--- config.mk ---
export PLATFORM = sky130hd
export DESIGN_NAME = vend_ctrl_change
export DESIGN_NICKNAME = d
export VERILOG_FILES = /design/src/rtl/vend_pkg.sv /design/src/rtl/vend_coin_decode.sv /design/src/rtl/vend_ctrl_change.sv
export SDC_FILE = /design/constraint.sdc
export NUM_CORES = 1
export LEC_CHECK = 0
export CAP_MARGIN = 30
export CORE_UTILIZATION = 59
export DETAILED_ROUTE_END_ITERATION = 10
export GPL_TIMING_DRIVEN = 0
export HOLD_SLACK_MARGIN = 0.05
export PLACE_DENSITY = 0.88
export RECOVER_POWER = 100
export SYNTH_ARGS = -nofsm -noshare
export SYNTH_HDL_FRONTEND = slang
export SYNTH_SLANG_ARGS = --single-unit
--- constraint.sdc ---
create_clock -name clk -period 5.55 [get_ports clk]
set_clock_uncertainty 0.05 [all_clocks]
set_input_delay 1.3875 -clock clk [delete_from_list [all_inputs] [get_ports clk]]
set_output_delay 1.3875 -clock clk [all_outputs]
set_load 0.02 [all_outputs]
--- src/rtl/vend_pkg.sv ---
// rtl/vend_pkg.sv - shared state encoding, coin codes and coin value mapping
package vend_pkg;

  typedef enum logic [1:0] {
    ST_IDLE    = 2'd0,
    ST_COLLECT = 2'd1,
    ST_VEND    = 2'd2,
    ST_CHANGE  = 2'd3
  } state_t;

  localparam logic [1:0] COIN_NONE = 2'b00;
  localparam logic [1:0] COIN_5    = 2'b01;
  localparam logic [1:0] COIN_10   = 2'b10;
  localparam logic [1:0] COIN_20   = 2'b11;

  localparam int COIN_W = 5;

  function automatic logic [COIN_W-1:0] coin_value(input logic [1:0] code);
    case (code)
      COIN_5:  return 5'd5;
      COIN_10: return 5'd10;
      COIN_20: return 5'd20;
      default: return '0;
    endcase
  endfunction

endpackage

--- src/rtl/vend_coin_decode.sv ---
// rtl/vend_coin_decode.sv - combinational coin code to value decoder
module vend_coin_decode
  import vend_pkg::*;
(
  input  logic [1:0]        coin_code,
  output logic [COIN_W-1:0] value,
  output logic              valid
);

  assign value = coin_value(coin_code);
  assign valid = (coin_code != COIN_NONE);

endmodule

--- src/rtl/vend_ctrl_change.sv ---
// rtl/vend_ctrl_change.sv - coin vending controller with unit-by-unit change payout
module vend_ctrl_change
  import vend_pkg::*;
#(
  parameter int BAL_W       = 8,
  parameter int PRICE       = 15,
  parameter int MAX_BAL     = 60,
  parameter int CHANGE_UNIT = 5
) (
  input  logic             clk,
  input  logic             rst_n,
  input  logic             coin_valid,
  input  logic [1:0]       coin_code,
  input  logic             cancel,
  input  logic             vend_ack,
  input  logic             change_ack,
  output logic             vend_req,
  output logic             change_req,
  output logic             coin_reject,
  output logic             busy,
  output logic [BAL_W-1:0] balance
);

  state_t             state, state_nxt;
  logic [BAL_W-1:0]   bal_nxt;
  logic               rej_nxt;
  logic               coin_accept;
  logic [COIN_W-1:0]  coin_val;
  logic               coin_ok;
  logic [BAL_W:0]     sum;
  logic               fits;
  logic [BAL_W-1:0]   after_vend;

  vend_coin_decode u_decode (
    .coin_code (coin_code),
    .value     (coin_val),
    .valid     (coin_ok)
  );

  // One extra bit keeps the cap compare free of wrap-around.
  assign sum        = {1'b0, balance} + (BAL_W+1)'(coin_val);
  assign fits       = coin_valid && coin_ok && !cancel && (sum <= (BAL_W+1)'(MAX_BAL));
  assign after_vend = balance - BAL_W'(PRICE);

  always_comb begin
    state_nxt   = state;
    bal_nxt     = balance;
    coin_accept = 1'b0;
    case (state)
      ST_IDLE: begin
        if (fits) begin
          coin_accept = 1'b1;
          state_nxt   = ST_COLLECT;
        end
      end
      ST_COLLECT: begin
        if (cancel) begin
          state_nxt = (balance != '0) ? ST_CHANGE : ST_IDLE;
        end else begin
          coin_accept = fits;
          if (balance >= BAL_W'(PRICE)) state_nxt = ST_VEND;
        end
      end
      ST_VEND: begin
        if (vend_ack) begin
          bal_nxt   = after_vend;
          state_nxt = (after_vend != '0) ? ST_CHANGE : ST_IDLE;
        end
      end
      ST_CHANGE: begin
        if (change_ack) begin
          if (balance <= BAL_W'(CHANGE_UNIT)) begin
            bal_nxt   = '0;
            state_nxt = ST_IDLE;
          end else begin
            bal_nxt = balance - BAL_W'(CHANGE_UNIT);
          end
        end
      end
      default: state_nxt = ST_IDLE;
    endcase
    if (coin_accept) bal_nxt = sum[BAL_W-1:0];
    rej_nxt = coin_valid && !coin_accept;
  end

  always_ff @(posedge clk or negedge rst_n) begin
    if (!rst_n) begin
      state       <= ST_IDLE;
      balance     <= '0;
      coin_reject <= 1'b0;
    end else begin
      state       <= state_nxt;
      balance     <= bal_nxt;
      coin_reject <= rej_nxt;
    end
  end

  assign vend_req   = (state == ST_VEND);
  assign change_req = (state == ST_CHANGE);
  assign busy       = vend_req || change_req;

endmodule
* After elaboration in Yosys (flattened, before gate mapping) *
Cells that the tools add are included.

operators by class
  magnitude comparators = 3
  mux-type cells = 18
  multipliers = 0
  eq/ne operators = 13
  add/subtract/negate cells = 3
  shifts and indexed selects = 0
  bitwise gates (word level) = 0
  reductions and logical operators = 14
  div/mod/pow operators = 0

operators with widths
  kind                                                             count
  2-to-1 mux 8 bit                                                 4
  2-to-1 mux 2 bit                                                 8
  case mux 8 bit (2 select lines)                                  1
  nonzero test 8 bit                                               2
  case mux 5 bit (3 select lines)                                  1
  adder 8 x 5 -> 9 bit                                             1
  less-or-equal comparator 9 x 6 -> 1 bit (second input constant)  1
  == test 2 bit (second input constant)                            4
  >= comparator 8 x 4 -> 1 bit (second input constant)             1
  less-or-equal comparator 8 x 3 -> 1 bit (second input constant)  1
  case mux 2 bit (4 select lines)                                  1
  subtractor 8 x 3 -> 8 bit (second input constant)                1
  subtractor 8 x 4 -> 8 bit (second input constant)                1
  != test 2 bit (second input constant)                            3
  != test 3 x 2 -> 1 bit (second input constant)                   2
  AND reduction 5 bit                                              1
  == test 2 x 1 -> 1 bit (second input constant)                   2
  logical AND 1 bit                                                4
  != test 3 bit (second input constant)                            1
  AND reduction 3 bit                                              1
  nonzero test 3 bit                                               1
  logical NOT 1 bit                                                2
  logical NOT 2 bit                                                1
  2-to-1 mux 1 bit                                                 2
  other kinds (4)                                                  4

word-level totals
  memories = 0
  logic and storage cells = 54
  latch bits = 0
  RAM bits = 0
  flip-flop bits (word level) = 11
  bits of input ports = 8
  bits in read-only memories = 0

* Longest topological paths before layout *
  depth after elaboration = 9
  mapped depth = 9
  mapped depth without buffers = 9

* By module *
From an unflattened synthesis, not the netlist that was laid out.

unflattened totals
  cells, all modules = 186
  area, all modules = 1,426.4 µm²

by module, submodules not included
  module            cells each  times used  area each (µm²)
  vend_ctrl_change  180         1           1,386.3
  vend_coin_decode  6           1           40.0

* Worst setup path after synthesis *
No wires, ideal clock.

  path kind = input to register
  start = input port coin_code[0]
  end = register balance[3]
  stages = 9
  arrival time = 3.551 ns
  setup slack = 1.823 ns
  library setup time = 0.126 ns
  path buffers = 0
  path through = nor2b_1 -> ha_1 -> fa_1 -> a211oi_1 -> o21a_1 -> nor4_1 -> a31oi_2 -> a31oi_2 -> a221o_1

between the ends
  word-level cells in the longest chain between the ends = 9
  elaborated cells between the ends (all ways) = 18
  classes of those cells = 1 x add/sub; 1 x order compare; 5 x eq/ne; 5 x mux; 6 x reduce/logical

ends and longest elaborated chain
  element                                                                               RTL line                                        RTL
  start, declared                                                                       vend_ctrl_change.sv:13                          input logic [1:0] coin_code,
  == test 2 bit / == test 2 x 1 -> 1 bit (equally long branches)                        vend_pkg.sv:19                                  case (code)
  case mux 5 bit (3 select lines)                                                       vend_pkg.sv:19
  adder 8 x 5 -> 9 bit                                                                  vend_ctrl_change.sv:41                          assign sum = {1'b0, balance} + (BAL_W+1)'(coin_val);
  less-or-equal comparator 9 x 6 -> 1 bit                                               vend_ctrl_change.sv:42                          assign fits = coin_valid && coin_ok && !cancel && (sum <= (BAL_W+1)'(MAX_BAL));
  logical AND 1 bit                                                                     vend_ctrl_change.sv:42
  2-to-1 mux 1 bit (on tied branches)                                                   vend_ctrl_change.sv:57, vend_ctrl_change.sv:51
  case mux 1 bit (2 select lines)                                                       vend_ctrl_change.sv:49                          case (state)
  != test 3 x 2 -> 1 bit (no source line) / nonzero test 3 bit (equally long branches)  n/a
  AND reduction 3 bit (no source line)                                                  n/a
  end signal, assigned                                                                  vend_ctrl_change.sv:93                          balance <= bal_nxt;
  end, declared                                                                         vend_ctrl_change.sv:21                          output logic [BAL_W-1:0] balance

Parallel ways exist; a longest one is shown, timed or not.
A chain may end at the register's enable or synchronous reset.

* Worst setup path in the final report *
  start = input port coin_code[0]
  end = register balance[4]

The elaborated chain is that of the path after synthesis.

==> flow_summary.ini <==
[finish]
stdcell_count = 227
drive_above_1_share_pct = 8.040
syn_to_final_growth_pct = 17.25
fill_cells = 179
final_net_count = 217
num_antenna_cells = 0

[floorplan]
die_area_mm2 = 0.002545
die_h_um = 50.45
initial_core_util_pct = 62.61
die_w_um = 50.45
core-area_mm2 = 0.002212
io_pins = 20
num_rows = 17

[pwr]
p_leak_nw = 0.6886
vdd_drop_max_v = 0.0003859
powerDensity_mw_per_mm2 = 633.2

[min_path]
hp-class = register to register

[routing]
via_per_inst = 6.775
vias = 1538
routed_wl_um = 3829
dr.pass1.iters = 6
ant_nets = 0
drt_first_iter_violations = 78
wl_per_cell_um = 16.87
drc = 0

[synth]
synthesis.instances = 176
synth_cell_types = 59
yosysWarnings = 0
synth_area_leaders = dfrtp_1, ha_1, a21oi_1
synth-edff-count = 0
syn_area_mm2 = 0.001385
syn-num-nets = 193
synth_commonest_cells = a21oi_1, inv_1, nand2_1
ys.flop_type = dfrtp_1
avgSynthCellArea_um2 = 7.870
synth_top_area_share_pct = 19.87
ys_seq_area_share_pct = 19.87
ys_ff_latch = 11
yosys.area.top_type = dfrtp_1
async_flop_share_pct = 100.0

[clock_network]
tritoncts = built
clockBufferDepth = 2
htreeDepth = 1
cts_buffers = 3
ctsResizeCount = 0
clk_pin_slew_worst_paths_ns = 0.07
postCtsHoldBufs = 0
clock_latency_ns = 0.28
cts_root_buffer = clkbuf_4
post_cts_buffers = 0
cts.sinks = 11

[worst_setup_path]
end_kind = register
r2r_slack_ns = 2.18
crit_type = input pin to register
slowest_delay_ns = 0.62
endpoint = balance[4]
crit_chain = dlygate4sd3_1 -> nor2b_1 -> ha_1 -> fa_1 -> a211oi_1 -> o21a_1 -> nor4_1 -> a31oi_1 -> a31oi_1 -> a221o_1
cp_common_cell = a31oi_1
worstSetupStartpoint = coin_code[0]
critPathBufInv = 1
r2r_end = balance[4]
reg2reg_from = balance[0]
critPathMaxFanout = 10
reg2reg_depth = 8
critical_path_depth = 10
critPathArrivalTime_ns = 4.84
cp_slowest_cell = a31oi_1
crit_path_start_kind = input pin
required_ns = 5.66
critical-path-top-delay-family = compound AO/OA/AOI/OAI gates

[sta]
tightest_slew_ns = 0.7797
finalCritPeriodShare_pct = 85.27
fmax_mhz = 211.3
period_minus_slack_ns = 4.733
setup_viol = 0
grt_setup_unrepaired = no
finalSetupTns_ns = 0
hold_viol = 0
slew_headroom_pct = 47.78
drv_slew = 0

[grt]
grt_max_degree = 13
antenna_found_initial = 0
grt_overflow = 0
grt_pass1_vias = 1400
grt_pass1_wl_um = 6348
grt.total_usage_pct = 32.70

[run]
maxCapViolCount = 0

[place]
port_buffers = 19
place_inst = 223
gp_congestion = 0.9571
hpwl_um = 2904

[outcome]
status = finished, final reports clean
## metal layers
| layer | up-vias | GRT usage [%] | wire length (um) |
|---|---|---|---|
| met1 | 712 | 44.63 | 1702 |
| met4 | 0 | 10.65 | 91 |
| met3 | 15 | 6.061 | 322 |
| li1 | 724 | - | - |
| met2 | 87 | 51.56 | 1712 |
| met5 | - | 0 | 0 |
## how the worst min path moves through the flow
stage                    start    endpoint  cells past startpoint
floorplan             state[0]  balance[1]                      4
global placement    balance[7]  balance[7]                      3
detailed placement  balance[7]  balance[7]                      3
CTS                 balance[7]  balance[7]                      3
global route        balance[7]  balance[7]                      3
finish              balance[7]  balance[7]                      3
## sequential cells by signal, summed over array words and instances, names as in the netlist
register and count:
balance 8, coin_reject 1, state 2
## kinds of logic after synthesis
family | synth area share [%]
AO/OA/AOI/OAI | 33.69
AND/OR/NAND/NOR | 24.66
buffers and inverters | 8.853
flip-flops | 19.87
adder cells (fa/ha/maj) | 8.672
multiplexers | 2.981
XOR/XNOR | 1.265
## worst register-to-register path, stage by stage, from the launching register on
cell and delay, ns:
dfrtp_1 0.46, ha_1 0.26, fa_1 0.41, a211oi_1 0.40, o21a_1 0.23, nor4_1 0.06, a31oi_1 0.62, a31oi_1 0.35
a221o_1 0.42
## power breakdown
part / internal [W] / switching (W) / total, W
Combinational: 0.000319 / 0.000488 / 0.000807
Clock: 0.0000279 / 0.0000292 / 0.0000571
Sequential: 0.000116 / 0.0000483 / 0.000165
## stage by stage
stage	hold WS (ns)	util, %	instance area, um2	power, W	setup slack [ns]
floorplan	0.6876	-	1385	0.0007485	1.823
global placement	0.6375	72.79	1610	0.0009486	1.093
detailed placement	0.6374	72.79	1610	0.0009713	0.9947
CTS	0.6504	73.98	1637	0.001034	1.276
global route	0.6986	73.42	1624	0.001110	0.7269
finish	0.6530	73.42	1624	0.001028	0.8173
## final cells by class
| type | count | area [um2] | area share, % |
|---|---|---|---|
| Buffer | 12 | 66.31 | 4.083 |
| Clock buffer | 4 | 26.28 | 1.618 |
| Inverter | 15 | 56.30 | 3.467 |
| Multi-Input combinational cell | 138 | 974.7 | 60.02 |
| Sequential cell | 11 | 275.3 | 16.95 |
| Tap cell | 28 | 35.03 | 2.157 |
| Timing Repair Buffer | 19 | 190.2 | 11.71 |
## cell usage in the layout (no fill, tap or decap), types with 3 or more instances in the layout
cell type / Yosys / layout
mux2i_1: 3 / 3
o31a_1: 3 / 3
o21ai_0: 7 / 7
ha_1: 8 / 8
nand4_1: 4 / 4
nor2_1: 12 / 12
clkbuf_1: 5 / 6
buf_2: 4 / 4
dlygate4sd3_1: 0 / 15
clkbuf_4: 0 / 3
o22ai_1: 3 / 3
nand2_1: 13 / 13
a211oi_1: 3 / 3
dfrtp_1: 11 / 11
a21oi_1: 13 / 13
a31oi_1: 1 / 3
nor3_1: 7 / 7
and3_1: 4 / 4
nand3_1: 4 / 4
clkdlybuf4s50_1: 0 / 4
inv_1: 13 / 13
(Power assumes the default switching activity.)
==> patch (config.mk and constraints unchanged) <==
Encoding of `state_t`: now one-hot (4 bits for 4 states).
--- a/src/rtl/vend_pkg.sv
+++ b/src/rtl/vend_pkg.sv
@@ -2,9 +2,9 @@
 package vend_pkg;
 
-  typedef enum logic [1:0] {
-    ST_IDLE    = 2'd0,
-    ST_COLLECT = 2'd1,
-    ST_VEND    = 2'd2,
-    ST_CHANGE  = 2'd3
+  typedef enum logic [3:0] {
+    ST_IDLE    = 4'b0001,
+    ST_COLLECT = 4'b0010,
+    ST_VEND    = 4'b0100,
+    ST_CHANGE  = 4'b1000
   } state_t;
 
Behaviour: no difference found for any inputs over 10 cycles, from zero or initial values and one cycle with rst_n low; not proved beyond that.
==> patch against the unedited design <==
Register-to-register slack improved by 0.12 ns. Largest cell class unchanged. First-iteration DRC count decreased by 21%. Die area increased by 0.54%. Design area increased by 0.85%. Utilization increased by 0.62 points. Clock power increased by 11%. Wire length decreased by 3.9%. Sequential cell count increased by 2. Synthesized area increased by 0.54%. Critical path type unchanged. Power decreased by 22%. Worst setup slack improved by 0.050 ns. Critical path depth unchanged.
==> patch: results (changes against the unedited design) <==
clk sinks=13 (+2); # nets final=214 (-1.4%); Worst R2R Setup Slack=2.30 ns (+0.12 ns); Inverters=6 (-9); Post-synth top cells=19 x nor2_1, 17 x nand2_1, 12 x dfrtp_1; clock slew at the register clock pins of the worst setup and hold paths=0.09 ns (+0.02 ns); sequential area share after synthesis=0.235 (+0.0358); Hold EP=state[1]; clock power share=0.079 (+0.024); FF-to-FF path depth=9 (+1); ClkCell Share=0.0160 (-0.000136); bufs w/o clock=28 (-9.7%); fraction of registers with async set/reset=1.00 (unchanged); Pleak=0.736 nW (+6.9%); Comb power frac=0.708 (-0.077); via count=1438 (-6.5%); Top Registers=balance (8), state (4), coin_reject (1); Multi-input gate area=986 sq um (+1.2%); Net Sw Power=0.409 mW (-28%); Hold Path Origin=state[0]; syn_nets=190 (-1.6%); pin count of the biggest net entering global routing=14 (+1); Filler Cell Count=178 (-0.56%); post-DP HPWL=2.88 mm (-0.96%); non-clk buf share=0.147 (-0.0105); vias in the first global route=1342 (-4.1%); outcome=complete, no violations; layout cells sized above 1=0.0867 (+0.00633); CP arrival=4.80 ns (-0.04 ns); Crit-path slowest cell=a2111oi_0; worst-margin pin slew=0.960 ns (+0.180 ns); FF/Latch Area=327 sq um (+19%); Tot GR Track Use=0.324 (-0.00337); Crit path largest cell delay=0.88 ns (+0.26 ns); Yosys cell types=54 (-8.5%); P_seq=0.171 mW (+4%); Inserted Clock Buffers=3 (unchanged); ranking of synthesized cells by area=dfrtp_1 22%, ha_1 7.2%, nor2_1 5.1%; wire per inst=16.4 microns (-2.6%); Multi-input comb cells=145 (+5.1%); RR Endpoint=balance[3]
==> patch: cell types whose count changed after synthesis, moves of 3 or more <==
cell     delta
nor2_1      +7
inv_1       -7
a21o_1      +4
nand2_1     +4
and3_1      -3
nand4_1     -3
a21oi_1     -5
nor2b_1     +5
xor2_1      +4
o21ai_0     +3
==> patch: how the worst max path moves through the flow <==
stage	cells after the start	from	to	slack, ns
6_report	10	coin_code[1]	balance[3]	0.87
5_1_grt	10	coin_code[1]	balance[3]	0.70
4_1_cts	11	coin_code[0]	balance[3]	1.14
3_5_place_dp	11	coin_code[0]	balance[3]	0.87
3_3_place_gp	11	coin_code[0]	balance[3]	0.93
2_1_floorplan	10	coin_code[0]	balance[3]	1.67
==> patch: cells by family (layout without fill, tap and decap cells) <==
kind of cell | count (synthesis) | count (layout) | synth area share
AOI/OAI and AO/OA | 56 | 56 | 0.288
xor gates and xnor gates | 8 | 8 | 0.0503
adders and majority gates | 9 | 9 | 0.0863
buffers and inverters | 15 | 38 | 0.0530
DFF | 13 | 13 | 0.235
muxes | 3 | 3 | 0.0225
and+or+nand+nor | 69 | 69 | 0.265
==> patch: per-layer routing <==
metal  wire, microns  GRT usage  vias up
li1                -          -      686
met1            1620      0.440      670
met2            1700      0.509       70
met3             285     0.0576       12
met4              77      0.116        0
met5               0          0        -
==> patch: per-stage QoR <==
| step | setup WS [ns] | hold slack (ns) | instances | cell area, sq um |
|---|---|---|---|---|
| floorplan | 1.67 | 0.501 | 173 | 1390 |
| finish | 0.868 | 0.551 | 224 | 1640 |
| global route | 0.704 | 0.587 | 224 | 1640 |
| CTS | 1.14 | 0.550 | 224 | 1640 |
| global placement | 0.934 | 0.518 | 220 | 1620 |
| detailed placement | 0.866 | 0.535 | 220 | 1620 |
